### src/rtl/vec_lsu_pkg.sv
// Shared types and constants for the vector load/store sequencer.
// VLSU_INDEXED_EN (when defined) enables indexed addressing in vec_lsu_seq.
package vec_lsu_pkg;
    localparam int VLEN = 128;
    localparam int ELEN = 32;
    localparam int NL   = VLEN / ELEN;

    typedef enum logic [1:0] {
        MODE_UNIT    = 2'b00,
        MODE_STRIDED = 2'b01,
        MODE_INDEXED = 2'b10,
        MODE_RSVD    = 2'b11
    } mode_e;

    localparam logic [1:0] CAUSE_NONE     = 2'b00;
    localparam logic [1:0] CAUSE_MISALIGN = 2'b01;
    localparam logic [1:0] CAUSE_MODE     = 2'b10;

    typedef enum logic [1:0] {IDLE, VBEAT, SBEAT, DONE} state_e;

    function automatic logic [ELEN-1:0] lane_word(input logic [VLEN-1:0] v, input logic [1:0] k);
        return v[{k, 5'd0} +: ELEN];
    endfunction

    // Active lanes take fresh memory data, the rest keep the old register value.
    function automatic logic [VLEN-1:0] merge_lanes(input logic [VLEN-1:0] fresh,
                                                    input logic [VLEN-1:0] old,
                                                    input logic [NL-1:0]   act);
        logic [VLEN-1:0] res;
        res = old;
        for (int i = 0; i < NL; i++) begin
            if (act[i]) begin
                res[i*ELEN +: ELEN] = fresh[i*ELEN +: ELEN];
            end else begin
                res[i*ELEN +: ELEN] = old[i*ELEN +: ELEN];
            end
        end
        return res;
    endfunction
endpackage

### src/rtl/vec_lsu_seq_if.sv
// Request, memory and writeback signals of the vector load/store sequencer.
interface vec_lsu_seq_if;
    import vec_lsu_pkg::*;

    logic            req_valid;
    logic            req_ready;
    logic            req_store;
    logic [1:0]      req_mode;
    logic [31:0]     req_base;
    logic [31:0]     req_stride;
    logic [VLEN-1:0] req_index;
    logic [2:0]      req_vl;
    logic            req_vm;
    logic [NL-1:0]   req_mask;
    logic [VLEN-1:0] req_vs3;
    logic [VLEN-1:0] req_vd_old;
    logic [VLEN-1:0] mem_addr;
    logic [VLEN-1:0] mem_datain;
    logic [3:0]      mem_we;
    logic            mem_vector;
    logic [VLEN-1:0] mem_dataout;
    logic            done;
    logic            wb_valid;
    logic [VLEN-1:0] wb_data;
    logic            err;
    logic [1:0]      err_cause;

    modport slave (
        input  req_valid, req_store, req_mode, req_base, req_stride, req_index,
               req_vl, req_vm, req_mask, req_vs3, req_vd_old, mem_dataout,
        output req_ready, mem_addr, mem_datain, mem_we, mem_vector,
               done, wb_valid, wb_data, err, err_cause
    );

    modport master (
        output req_valid, req_store, req_mode, req_base, req_stride, req_index,
               req_vl, req_vm, req_mask, req_vs3, req_vd_old, mem_dataout,
        input  req_ready, mem_addr, mem_datain, mem_we, mem_vector,
               done, wb_valid, wb_data, err, err_cause
    );
endinterface

### src/rtl/vec_lsu_lane.sv
// One lane of address generation: byte address, active flag and misalignment flag.
module vec_lsu_lane
    import vec_lsu_pkg::*;
#(
    parameter int LANE = 0
) (
    input  logic [31:0] base,
    input  logic [31:0] stride,
    input  logic [31:0] offset,
    input  logic [1:0]  mode,
    input  logic [2:0]  vl,
    input  logic        vm,
    input  logic        mask_bit,
    output logic [31:0] addr,
    output logic        active,
    output logic        misal
);
    // Address arithmetic wraps modulo 2^32 by construction of the 32-bit adds.
    always_comb begin
        case (mode)
            MODE_UNIT:    addr = base + 32'(4 * LANE);
            MODE_STRIDED: addr = base + stride * 32'(LANE);
            MODE_INDEXED: addr = base + offset;
            default:      addr = base;
        endcase
        active = (3'(LANE) < vl) && (vm || mask_bit);
        misal  = active && (addr[1:0] != 2'b00);
    end
endmodule

### src/rtl/vec_lsu_seq.sv
// Vector load/store sequencer: one vector beat for full-width accesses, one scalar
// beat per lane for partial stores. Indexed mode is legal only with VLSU_INDEXED_EN.
module vec_lsu_seq
    import vec_lsu_pkg::*;
(
    input  logic         clk,
    input  logic         clrn,
    vec_lsu_seq_if.slave bus
);
`ifdef VLSU_INDEXED_EN
    localparam bit IDX_EN = 1'b1;
`else
    localparam bit IDX_EN = 1'b0;
`endif

    localparam logic [VLEN-ELEN-1:0] HI_ZERO = {(VLEN-ELEN){1'b0}};

    logic [VLEN-1:0] lane_addr_s;
    logic [NL-1:0]   lane_act_s;
    logic [NL-1:0]   lane_mis_s;
    logic            mode_bad_s;

    for (genvar i = 0; i < NL; i++) begin : g_lane
        logic [31:0] offset_s;
        assign offset_s = IDX_EN ? bus.req_index[i*ELEN +: ELEN] : 32'd0;
        vec_lsu_lane #(.LANE(i)) u_lane (
            .base     (bus.req_base),
            .stride   (bus.req_stride),
            .offset   (offset_s),
            .mode     (bus.req_mode),
            .vl       (bus.req_vl),
            .vm       (bus.req_vm),
            .mask_bit (bus.req_mask[i]),
            .addr     (lane_addr_s[i*ELEN +: ELEN]),
            .active   (lane_act_s[i]),
            .misal    (lane_mis_s[i])
        );
    end

    assign mode_bad_s = (bus.req_mode == MODE_RSVD) || ((bus.req_mode == MODE_INDEXED) && !IDX_EN);

    state_e          state_r;
    logic            store_r;
    logic [2:0]      vl_r;
    logic [1:0]      k_r;
    logic [NL-1:0]   act_r;
    logic [VLEN-1:0] addr_r;
    logic [VLEN-1:0] vs3_r;
    logic [VLEN-1:0] vd_old_r;
    logic [VLEN-1:0] mem_addr_r;
    logic [VLEN-1:0] mem_datain_r;
    logic [3:0]      mem_we_r;
    logic            mem_vector_r;
    logic            done_r;
    logic            wb_valid_r;
    logic [VLEN-1:0] wb_data_r;
    logic            err_r;
    logic [1:0]      err_cause_r;

    // Sequencer FSM with registered memory beat and completion outputs.
    always_ff @(posedge clk or negedge clrn) begin
        if (!clrn) begin
            state_r      <= IDLE;
            store_r      <= 1'b0;
            vl_r         <= 3'd0;
            k_r          <= 2'd0;
            act_r        <= {NL{1'b0}};
            addr_r       <= {VLEN{1'b0}};
            vs3_r        <= {VLEN{1'b0}};
            vd_old_r     <= {VLEN{1'b0}};
            mem_addr_r   <= {VLEN{1'b0}};
            mem_datain_r <= {VLEN{1'b0}};
            mem_we_r     <= 4'h0;
            mem_vector_r <= 1'b0;
            done_r       <= 1'b0;
            wb_valid_r   <= 1'b0;
            wb_data_r    <= {VLEN{1'b0}};
            err_r        <= 1'b0;
            err_cause_r  <= CAUSE_NONE;
        end else begin
            done_r     <= 1'b0;
            wb_valid_r <= 1'b0;
            err_r      <= 1'b0;
            case (state_r)
                IDLE: begin
                    if (bus.req_valid) begin
                        store_r     <= bus.req_store;
                        vl_r        <= bus.req_vl;
                        vs3_r       <= bus.req_vs3;
                        vd_old_r    <= bus.req_vd_old;
                        addr_r      <= lane_addr_s;
                        act_r       <= lane_act_s;
                        k_r         <= 2'd0;
                        err_cause_r <= CAUSE_NONE;
                        if (mode_bad_s) begin
                            state_r     <= DONE;
                            done_r      <= 1'b1;
                            err_r       <= 1'b1;
                            err_cause_r <= CAUSE_MODE;
                        end else if (|lane_mis_s) begin
                            state_r     <= DONE;
                            done_r      <= 1'b1;
                            err_r       <= 1'b1;
                            err_cause_r <= CAUSE_MISALIGN;
                        end else if (bus.req_vl == 3'd0) begin
                            state_r    <= DONE;
                            done_r     <= 1'b1;
                            wb_valid_r <= !bus.req_store;
                            if (!bus.req_store) wb_data_r <= bus.req_vd_old;
                        end else if (!bus.req_store || (&lane_act_s)) begin
                            state_r      <= VBEAT;
                            mem_addr_r   <= lane_addr_s;
                            mem_vector_r <= 1'b1;
                            mem_we_r     <= bus.req_store ? 4'hF : 4'h0;
                            mem_datain_r <= bus.req_store ? bus.req_vs3 : {VLEN{1'b0}};
                        end else begin
                            state_r      <= SBEAT;
                            mem_addr_r   <= {HI_ZERO, lane_addr_s[ELEN-1:0]};
                            mem_datain_r <= {HI_ZERO, bus.req_vs3[ELEN-1:0]};
                            mem_we_r     <= lane_act_s[0] ? 4'hF : 4'h0;
                            mem_vector_r <= 1'b0;
                        end
                    end
                end
                VBEAT: begin
                    if (!store_r) wb_data_r <= merge_lanes(bus.mem_dataout, vd_old_r, act_r);
                    wb_valid_r   <= !store_r;
                    done_r       <= 1'b1;
                    state_r      <= DONE;
                    mem_addr_r   <= {VLEN{1'b0}};
                    mem_datain_r <= {VLEN{1'b0}};
                    mem_we_r     <= 4'h0;
                    mem_vector_r <= 1'b0;
                end
                SBEAT: begin
                    if ({1'b0, k_r} == (vl_r - 3'd1)) begin
                        done_r       <= 1'b1;
                        state_r      <= DONE;
                        mem_addr_r   <= {VLEN{1'b0}};
                        mem_datain_r <= {VLEN{1'b0}};
                        mem_we_r     <= 4'h0;
                    end else begin
                        k_r          <= k_r + 2'd1;
                        mem_addr_r   <= {HI_ZERO, lane_word(addr_r, k_r + 2'd1)};
                        mem_datain_r <= {HI_ZERO, lane_word(vs3_r, k_r + 2'd1)};
                        mem_we_r     <= act_r[k_r + 2'd1] ? 4'hF : 4'h0;
                    end
                end
                DONE:    state_r <= IDLE;
                default: state_r <= IDLE;
            endcase
        end
    end

    assign bus.req_ready  = (state_r == IDLE) && clrn;
    assign bus.mem_addr   = mem_addr_r;
    assign bus.mem_datain = mem_datain_r;
    assign bus.mem_we     = mem_we_r;
    assign bus.mem_vector = mem_vector_r;
    assign bus.done       = done_r;
    assign bus.wb_valid   = wb_valid_r;
    assign bus.wb_data    = wb_data_r;
    assign bus.err        = err_r;
    assign bus.err_cause  = err_cause_r;
endmodule

### src/flat_wrapper.sv
// flat-port wrapper written by rule: the top's interface ports become plain ports
module vec_lsu_seq_flat import vec_lsu_pkg::*;
  (clk, clrn, bus_req_valid, bus_req_store, bus_req_mode, bus_req_base, bus_req_stride, bus_req_index, bus_req_vl, bus_req_vm, bus_req_mask, bus_req_vs3, bus_req_vd_old, bus_mem_dataout, bus_req_ready, bus_mem_addr, bus_mem_datain, bus_mem_we, bus_mem_vector, bus_done, bus_wb_valid, bus_wb_data, bus_err, bus_err_cause);
  vec_lsu_seq_if bus_i ();
  input  logic clk;
  input  logic clrn;
  input wire logic [$bits(bus_i.req_valid)-1:0] bus_req_valid;
  input wire logic [$bits(bus_i.req_store)-1:0] bus_req_store;
  input wire logic [$bits(bus_i.req_mode)-1:0] bus_req_mode;
  input wire logic [$bits(bus_i.req_base)-1:0] bus_req_base;
  input wire logic [$bits(bus_i.req_stride)-1:0] bus_req_stride;
  input wire logic [$bits(bus_i.req_index)-1:0] bus_req_index;
  input wire logic [$bits(bus_i.req_vl)-1:0] bus_req_vl;
  input wire logic [$bits(bus_i.req_vm)-1:0] bus_req_vm;
  input wire logic [$bits(bus_i.req_mask)-1:0] bus_req_mask;
  input wire logic [$bits(bus_i.req_vs3)-1:0] bus_req_vs3;
  input wire logic [$bits(bus_i.req_vd_old)-1:0] bus_req_vd_old;
  input wire logic [$bits(bus_i.mem_dataout)-1:0] bus_mem_dataout;
  output wire logic [$bits(bus_i.req_ready)-1:0] bus_req_ready;
  output wire logic [$bits(bus_i.mem_addr)-1:0] bus_mem_addr;
  output wire logic [$bits(bus_i.mem_datain)-1:0] bus_mem_datain;
  output wire logic [$bits(bus_i.mem_we)-1:0] bus_mem_we;
  output wire logic [$bits(bus_i.mem_vector)-1:0] bus_mem_vector;
  output wire logic [$bits(bus_i.done)-1:0] bus_done;
  output wire logic [$bits(bus_i.wb_valid)-1:0] bus_wb_valid;
  output wire logic [$bits(bus_i.wb_data)-1:0] bus_wb_data;
  output wire logic [$bits(bus_i.err)-1:0] bus_err;
  output wire logic [$bits(bus_i.err_cause)-1:0] bus_err_cause;
  assign bus_i.req_valid = bus_req_valid;
  assign bus_i.req_store = bus_req_store;
  assign bus_i.req_mode = bus_req_mode;
  assign bus_i.req_base = bus_req_base;
  assign bus_i.req_stride = bus_req_stride;
  assign bus_i.req_index = bus_req_index;
  assign bus_i.req_vl = bus_req_vl;
  assign bus_i.req_vm = bus_req_vm;
  assign bus_i.req_mask = bus_req_mask;
  assign bus_i.req_vs3 = bus_req_vs3;
  assign bus_i.req_vd_old = bus_req_vd_old;
  assign bus_i.mem_dataout = bus_mem_dataout;
  assign bus_req_ready = bus_i.req_ready;
  assign bus_mem_addr = bus_i.mem_addr;
  assign bus_mem_datain = bus_i.mem_datain;
  assign bus_mem_we = bus_i.mem_we;
  assign bus_mem_vector = bus_i.mem_vector;
  assign bus_done = bus_i.done;
  assign bus_wb_valid = bus_i.wb_valid;
  assign bus_wb_data = bus_i.wb_data;
  assign bus_err = bus_i.err;
  assign bus_err_cause = bus_i.err_cause;
  vec_lsu_seq u_core (.clk(clk), .clrn(clrn), .bus(bus_i));
endmodule
### config.mk
export PLATFORM = sky130hd
export DESIGN_NAME = vec_lsu_seq_flat
export DESIGN_NICKNAME = d
export VERILOG_FILES = /design/src/rtl/vec_lsu_pkg.sv /design/src/rtl/vec_lsu_seq_if.sv /design/src/rtl/vec_lsu_lane.sv /design/src/rtl/vec_lsu_seq.sv /design/src/flat_wrapper.sv
export SDC_FILE = /design/constraint.sdc
export NUM_CORES = 2
export LEC_CHECK = 0
export ABC_AREA = 1
export BUFFER_PORTS_ARGS = -buffer_cell sky130_fd_sc_hd__buf_2
export CAP_MARGIN = 0
export CELL_PAD_IN_SITES_DETAIL_PLACEMENT = 0
export CELL_PAD_IN_SITES_GLOBAL_PLACEMENT = 1
export CORE_ASPECT_RATIO = 0.9
export CORE_MARGIN = 2
export CORE_UTILIZATION = 40
export CTS_CLUSTER_DIAMETER = 80
export CTS_CLUSTER_SIZE = 28
export DETAILED_ROUTE_END_ITERATION = 16
export HOLD_SLACK_MARGIN = 0.1
export PLACE_DENSITY = 0.77
export SETUP_SLACK_MARGIN = 0.2
export SLEW_MARGIN = 5
export SYNTH_ARGS = -nofsm -noshare
export SYNTH_HDL_FRONTEND = slang
export SYNTH_HIERARCHICAL = 1
export SYNTH_SLANG_ARGS = --single-unit
### constraint.sdc
create_clock -name clk -period 2.61 [get_ports clk]
set_input_delay 0.261 -clock clk [delete_from_list [all_inputs] [get_ports clk]]
set_output_delay 0.261 -clock clk [all_outputs]
set_load 0.02 [all_outputs]
### Word-level counts from Yosys, hierarchy flattened

Cells that the tools add are included.

| word-level totals | value |
|---|---|
| register bits | 790 |
| latch bits | 0 |
| bits in writable memories | 0 |
| bits in read-only memories | 0 |
| output and inout port bits | 395 |
| memories | 0 |

| operators by class | value |
|---|---|
| add/sub/neg operators | 8 |
| $mul | 1 |
| div/mod/pow operators | 0 |
| order comparisons | 5 |
| equality and inequality tests | 16 |
| shift operators | 2 |
| muxes and demuxes | 74 |
| bitwise logic cells | 0 |
| reduce and logical (&&, ||, !) cells | 35 |

Operator list:

| operator | number |
|---|---|
| 128-bit two-way mux | 17 |
| 128-bit one-hot mux with 3 select lines | 2 |
| 128-bit one-hot mux with 2 select lines | 1 |
| 128-bit by 8-bit variable part select with 32-bit output | 2 |
| 32-bit two-way mux | 6 |
| 32-bit one-hot mux with 2 select lines | 3 |
| 32-bit adder | 3 |
| 32-bit by 4-bit adder with 32-bit output, second input constant | 2 |
| 4-bit two-way mux | 9 |
| 32-bit by 3-bit adder with 32-bit output, second input constant | 1 |
| 32-bit by 2-bit multiplier with 32-bit output, second input constant | 1 |
| 1-bit two-way mux | 20 |
| 2-bit two-way mux | 9 |
| 2-bit != test, second input constant | 7 |
| 4-bit one-hot mux with 3 select lines | 1 |
| 2-bit nonzero test | 6 |
| 5-bit AND reduction | 2 |
| 1-bit logical AND | 9 |
| 2-bit equality test, second input constant | 4 |
| 2-bit one-hot mux with 4 select lines | 1 |
| 7-bit AND reduction | 1 |
| 1-bit logical OR | 6 |
| 1-bit by 3-bit less-than comparator with 1-bit output, first input constant | 2 |
| 2-bit by 3-bit less-than comparator with 1-bit output, first input constant | 2 |
| other kinds (18) | 24 |

### Logic depth before layout (Yosys ltp)

| depth | value |
|---|---|
| depth after elaboration | 10 |
| mapped depth | 22 |
| depth with buffers taken out | 20 |

### Modules after synthesis

Netlist, hierarchy kept.

By module, submodules not included:

| module | instances | cells each | area each (um2) |
|---|---|---|---|
| vec_lsu_seq | 1 | 4762 | 36318.6 |
| vec_lsu_lane at u_core.g_lane[3].u_lane | 1 | 1259 | 6570.1 |
| vec_lsu_lane at u_core.g_lane[2].u_lane | 1 | 1242 | 5995.8 |
| vec_lsu_lane at u_core.g_lane[1].u_lane | 1 | 891 | 4436.8 |
| vec_lsu_lane at u_core.g_lane[0].u_lane | 1 | 586 | 2854.0 |

### Least setup slack after synthesis

Ideal clock, no wire load.

| timing path | value |
|---|---|
| kind | input port to flip-flop |
| from | in bus_req_mode[0] |
| to | reg u_core.mem_datain_r[84], in the netlist u_core/bus.mem_datain[84] |
| library setup time | 0.135 ns |
| arrival time | 3.241 ns |
| data required time | 2.475 ns |
| slack | -0.766 ns |
| stages on the path | 17 |
| path buffers | 4 |
| path through | inv_1 ha_1 buf_2 clkbuf_1 mux2_2 ha_1 inv_1 fa_1 o22ai_1 o21a_1 nor2_1 nand3_1 nand2_2 nand3_4 buf_2 clkbuf_1 o21ai_0 |

| on the way | value |
|---|---|
| longest elaborated chain between the ends | 7 |
| elaborated cells between the ends (all ways) | 18 |
| classes of those cells | eq/ne: 5; mux: 3; reduce/logical: 10 |

Ends and longest elaborated chain:

| element | RTL line | RTL |
|---|---|---|
| from (decl) | flat_wrapper.sv:9 | `input wire logic [$bits(bus_i.req_mode)-1:0] bus_req_mode;` |
| 2-bit by 1-bit equality test with 1-bit output or 2-bit logical NOT (tied branches) | -- |  |
| 32-bit one-hot mux with 2 select lines (*) | vec_lsu_lane.sv:20 | `case (mode)` |
| via u_core.lane_addr_s[33] | vec_lsu_seq.sv:18 | `logic [VLEN-1:0] lane_addr_s;` |
| 2-bit nonzero test (*) | vec_lsu_lane.sv:27 | `misal = active && (addr[1:0] != 2'b00);` |
| 1-bit logical AND (*) | vec_lsu_lane.sv:27 |  |
| via u_core.lane_mis_s[1] | vec_lsu_seq.sv:20 | `logic [NL-1:0] lane_mis_s;` |
| 4-bit OR reduction (*) | vec_lsu_seq.sv:100 | `end else if (\|lane_mis_s) begin` |
| 2-bit != test (no source line) (*) | -- |  |
| 5-bit AND reduction (no source line) (*) | -- |  |
| to (signal assigned) | vec_lsu_seq.sv:115 | `mem_datain_r <= bus.req_store ? bus.req_vs3 : {VLEN{1'b0}};` |
| to (signal assigned) | vec_lsu_seq.sv:119 | `mem_datain_r <= {HI_ZERO, bus.req_vs3[ELEN-1:0]};` |
| to (signal assigned) | vec_lsu_seq.sv:131 | `mem_datain_r <= {VLEN{1'b0}};` |
| to (decl) | vec_lsu_seq.sv:51 | `logic [VLEN-1:0] mem_datain_r;` |

Mark *: on every way through the listed nets, which the timed path passes. The rest lies on a longest branch.
A chain may end at the register's enable or synchronous reset.

### Final worst setup path

| timing path | value |
|---|---|
| from | in bus_req_mode[0] |
| to | reg u_core.wb_data_r[13], in the netlist u_core/bus.wb_data[13] |

| on the way | value |
|---|---|
| longest elaborated chain between the ends | 7 |
| elaborated cells between the ends (all ways) | 18 |
| classes of those cells | eq/ne: 5; mux: 3; reduce/logical: 10 |

Ends and longest elaborated chain:

| element | RTL line | RTL |
|---|---|---|
| 2-bit by 1-bit equality test with 1-bit output or 2-bit logical NOT (tied branches) | -- |  |
| 32-bit one-hot mux with 2 select lines (*) | vec_lsu_lane.sv:20 |  |
| via u_core.lane_addr_s[33] | vec_lsu_seq.sv:18 |  |
| 2-bit nonzero test (*) | vec_lsu_lane.sv:27 |  |
| 1-bit logical AND (*) | vec_lsu_lane.sv:27 |  |
| via u_core.lane_mis_s[1] | vec_lsu_seq.sv:20 |  |
| 4-bit OR reduction (*) | vec_lsu_seq.sv:100 |  |
| 2-bit != test (no source line) (*) | -- |  |
| 7-bit AND reduction (no source line) (*) | -- |  |
| to (signal assigned) | vec_lsu_seq.sv:77 | `wb_data_r <= {VLEN{1'b0}};` |
| to (signal assigned) | vec_lsu_seq.sv:109 | `if (!bus.req_store) wb_data_r <= bus.req_vd_old;` |
| to (signal assigned) | vec_lsu_seq.sv:126 | `if (!store_r) wb_data_r <= merge_lanes(bus.mem_dataout, vd_old_r, act_r);` |
| to (decl) | vec_lsu_seq.sv:56 | `logic [VLEN-1:0] wb_data_r;` |

Marks and branches as above.

==> flow_summary.yaml <==
floorplanning:
  die_area_sq_um: 143000
  coreArea_sq_um: 140000
  die_h_microns: 360
  rows: 130
  io_pins: 985
  fp.dieW_microns: 399
  initial_core_util_pct: 40.3
cts:
  cts_tree: "built"
  cts_made_buffers: 50
  ctsHtreeMaxLevel: 2
  cts.sinks: 787
  root_buffer: "clkbuf_16"
  clkLatencyLatePin_ns: 0.73
  cts_buffer_depth: 3
  clk_pin_slew_ns: 0.10
power:
  power_leakage_nw: 41.1
  combPwrFrac_pct: 59.5
  power_switching_mw: 37.4
  p_per_area_nw_per_um2: 983
  switching_share_pct: 50.5
  design_power_total_mw: 74.0
  peakVddDrop_mv: 1.04
  pwr-share-clk_pct: 13.2
  p_int_mw: 36.6
  seqPwrFrac_pct: 27.3
cells_and_area:
  nFillCells: 14100
  final_nets: 11300
  syn_to_final_growth_pct: 34.0
  fin_util_pct: 54.0
  drive_gt1_share_pct: 19.5
global_routing:
  grt_overflow: 0
  track_usage_pct: 36.1
  grt_max_degree: 130
  grt_pass1_vias: 60100
  grt_antenna_before_repair: 24
  grt_pass1_wl_mm: 391
sta:
  setup_ws_ns: 0.0888
  fmax_mhz: 397
  hold_violations: 0
  tightest_slew_ns: 0.818
  finalCritPeriodShare_pct: 96.6
  slew_headroom_pct: 45.5
  setup_viol: 0
  drv_slew: 0
  rsz0062_at_grt: "yes"
  period_needed_ns: 2.52
  finalClockSkew_ns: 0.0607
synth:
  synth_edf_count: 0
  synth_ff_type: "dfrtp_1"
  synth_warnings: 6
  synth_cells: 8740
  yosysTopAreaCell: "dfrtp_1"
  ys_seq_area_share_pct: 35.1
  async_flop_share_pct: 100
  synth.most_common_cell: "nand2_1"
  synth_commonest_cells: "nand2_1, inv_1, dfrtp_1"
  synth_top_area_share_pct: 35.1
  synth.area.top_cells: "dfrtp_1, nand2_1, o21ai_0, inv_1, nor2_1"
  synth-seq-cells: 787
  syn_area_sq_um: 56200
  ys_types: 62
  syn_avg_cell_area_sq_um: 6.43
place:
  finalWeightedCongestion: 0.967
  place_ws_ns: -0.783
  port_buffers: 856
  hpwl_mm: 202
routing:
  via_per_inst: 5.24
  vias: 64900
  drt-initial-drc-count: 7409
  wire_per_inst_microns: 22.1
  drc_errors: 0
  ant_nets: 0
  finalWirelength_mm: 273
  drtPass1Iterations: 7
hold_path:
  hp-class: "in2reg"
  min_path_cells: 6
setup_path:
  reg2reg_setup_slack_ns: 0.34
  reg2regPathDepth: 9
  cp.required_ns: 3.22
  worstPathArrival_ns: 3.13
  start_kind: "input pin"
  crit_path_max_fanout: 8
  cp-end-kind: "flop"
  critPathKind: "in2reg"
status:
  status: "complete, no violations"
run:
  cap_viol_max_count: 0
cells by family after synthesis:
family	synth area share, %
other	0.00668
muxes	0.639
buffers and inverters	9.27
adders and majority gates	5.78
and+or+nand+nor	37.6
xor gates and xnor gates	0.624
DFF	35.1
AOI/OAI and AO/OA	11.0
metal layers:
| metal | part of all wire (%) | vias up | global-route usage [%] |
|---|---|---|---|
| li1 | - | 30900 | - |
| met1 | 42 | 30600 | 48.7 |
| met2 | 45 | 2805 | 57.1 |
| met3 | 7.7 | 525 | 4.48 |
| met4 | 5.8 | 10 | 17.8 |
| met5 | 0.017 | - | 0 |
critical path, stage by stage:
cell and delay [ns]:
buf_12 0.11, inv_12 0.04, ha_4 0.28, mux2_4 0.34, ha_4 0.16, inv_2 0.04, fa_1 0.41, o22ai_2 0.13
o21a_1 0.18, nor2_4 0.05, nand3_4 0.09, nand2_4 0.10, nand3_4 0.17, nor2_4 0.05, buf_12 0.15, buf_12 0.12
buf_12 0.13, clkbuf_16 0.16, nand2_1 0.06, nand2_1 0.06
power groups by stage:
| stage | Combinational, mW | Sequential [mW] | Clock, mW |
|---|---|---|---|
| after floorplan | 20.5 | 22.1 | 0 |
| after global placement | 36.9 | 20.2 | 0 |
| after detailed placement | 37.2 | 20.3 | 0 |
| after CTS | 39.5 | 20.1 | 9.92 |
| after global routing | 47.3 | 20.7 | 10.3 |
| final | 44.0 | 20.2 | 9.77 |
layout by cell type, fill, tap and decap left out, types with 11 or more instances in the layout:
cell | synthesis | final
inv_1 | 895 | 892
clkbuf_16 | 0 | 74
o2111ai_1 | 16 | 15
o21bai_1 | 23 | 23
o22ai_1 | 130 | 129
buf_2 | 96 | 852
buf_4 | 45 | 579
nand2_1 | 3734 | 3620
o21ai_1 | 32 | 179
diode_2 | 0 | 15
or2_2 | 26 | 26
fa_1 | 36 | 35
nand3b_1 | 43 | 43
nand2_4 | 4 | 37
o21ai_2 | 1 | 26
nor3_2 | 16 | 16
ha_1 | 202 | 182
a21oi_1 | 179 | 160
nor3_1 | 39 | 37
ha_4 | 0 | 16
nand3_2 | 10 | 15
buf_16 | 0 | 12
dlygate4sd3_1 | 0 | 393
a21oi_2 | 5 | 23
o21ai_0 | 722 | 550
nand3_1 | 341 | 334
dfrtp_1 | 787 | 786
nand2_2 | 35 | 116
conb_1 | 1 | 131
xnor2_1 | 29 | 29
nand4_1 | 145 | 145
mux2_2 | 31 | 29
nor2_2 | 17 | 34
xor2_1 | 11 | 11
inv_2 | 17 | 16
buf_12 | 0 | 66
nor2_1 | 736 | 713
nor2_4 | 13 | 19
worst paths after layout:
check,from,to
max,bus_req_mode[0],u_core/bus.wb_data[13]$_DFFE_PN0P_
min,bus_req_mask[2],u_core/act_r[2]$_DFFE_PN0P_
max reg2reg,u_core/state_r[0]$_DFFE_PN0P_,u_core/bus.mem_datain[116]$_DFFE_PN0P_
min reg2reg,u_core/store_r$_DFFE_PN0P_,u_core/bus.wb_valid$_DFF_PN0_
max in group asynchronous,clrn,u_core/bus.mem_addr[68]$_DFFE_PN0P_
min in group asynchronous,clrn,u_core/addr_r[50]$_DFFE_PN0P_
cell type report:
class                           instances  area [sq um]  share of cell area, %
Antenna cell                           15          37.5                 0.0498
Sequential cell                       787         19700                   26.2
Timing Repair Buffer                 1945         15100                   20.0
Multi-Input combinational cell       6786         32800                   43.5
Clock buffer                           52          1270                   1.68
Inverter                              918          3490                   4.63
Tap cell                             1848          2310                   3.07
Clock inverter                         40           654                  0.869
what timing repair did:
action,in CTS,in global routing
hold buffers,394,0
endpoints found under the setup margin,404,424
pin swaps,9,50
gates resized for setup,121,296
gates cloned,6,29
buffers inserted,31,8
hold endpoints to repair,1055,0
through the flow:
stage               cells  instance area (sq um)  hold slack, ns  setup TNS [ns]
floorplan            8870                  56900         -0.0346         -113.91
global placement    11800                  67000           0.216         -276.73
detailed placement  11800                  67000           0.209         -297.66
CTS                 12300                  73500           0.122               0
global route        12400                  75300           0.170               0
finish              12400                  75300           0.155               0
state kept, by name (all words and copies together) (netlist names), 3 cells and up:
signal                 count
u_core/bus.mem_addr      128
u_core/bus.mem_datain    128
u_core/vs3_r             128
u_core/vd_old_r          128
u_core/act_r               4
u_core/bus.wb_data       128
u_core/vl_r                3
u_core/addr_r            128
Note: power is estimated with default switching activity, not from simulation.
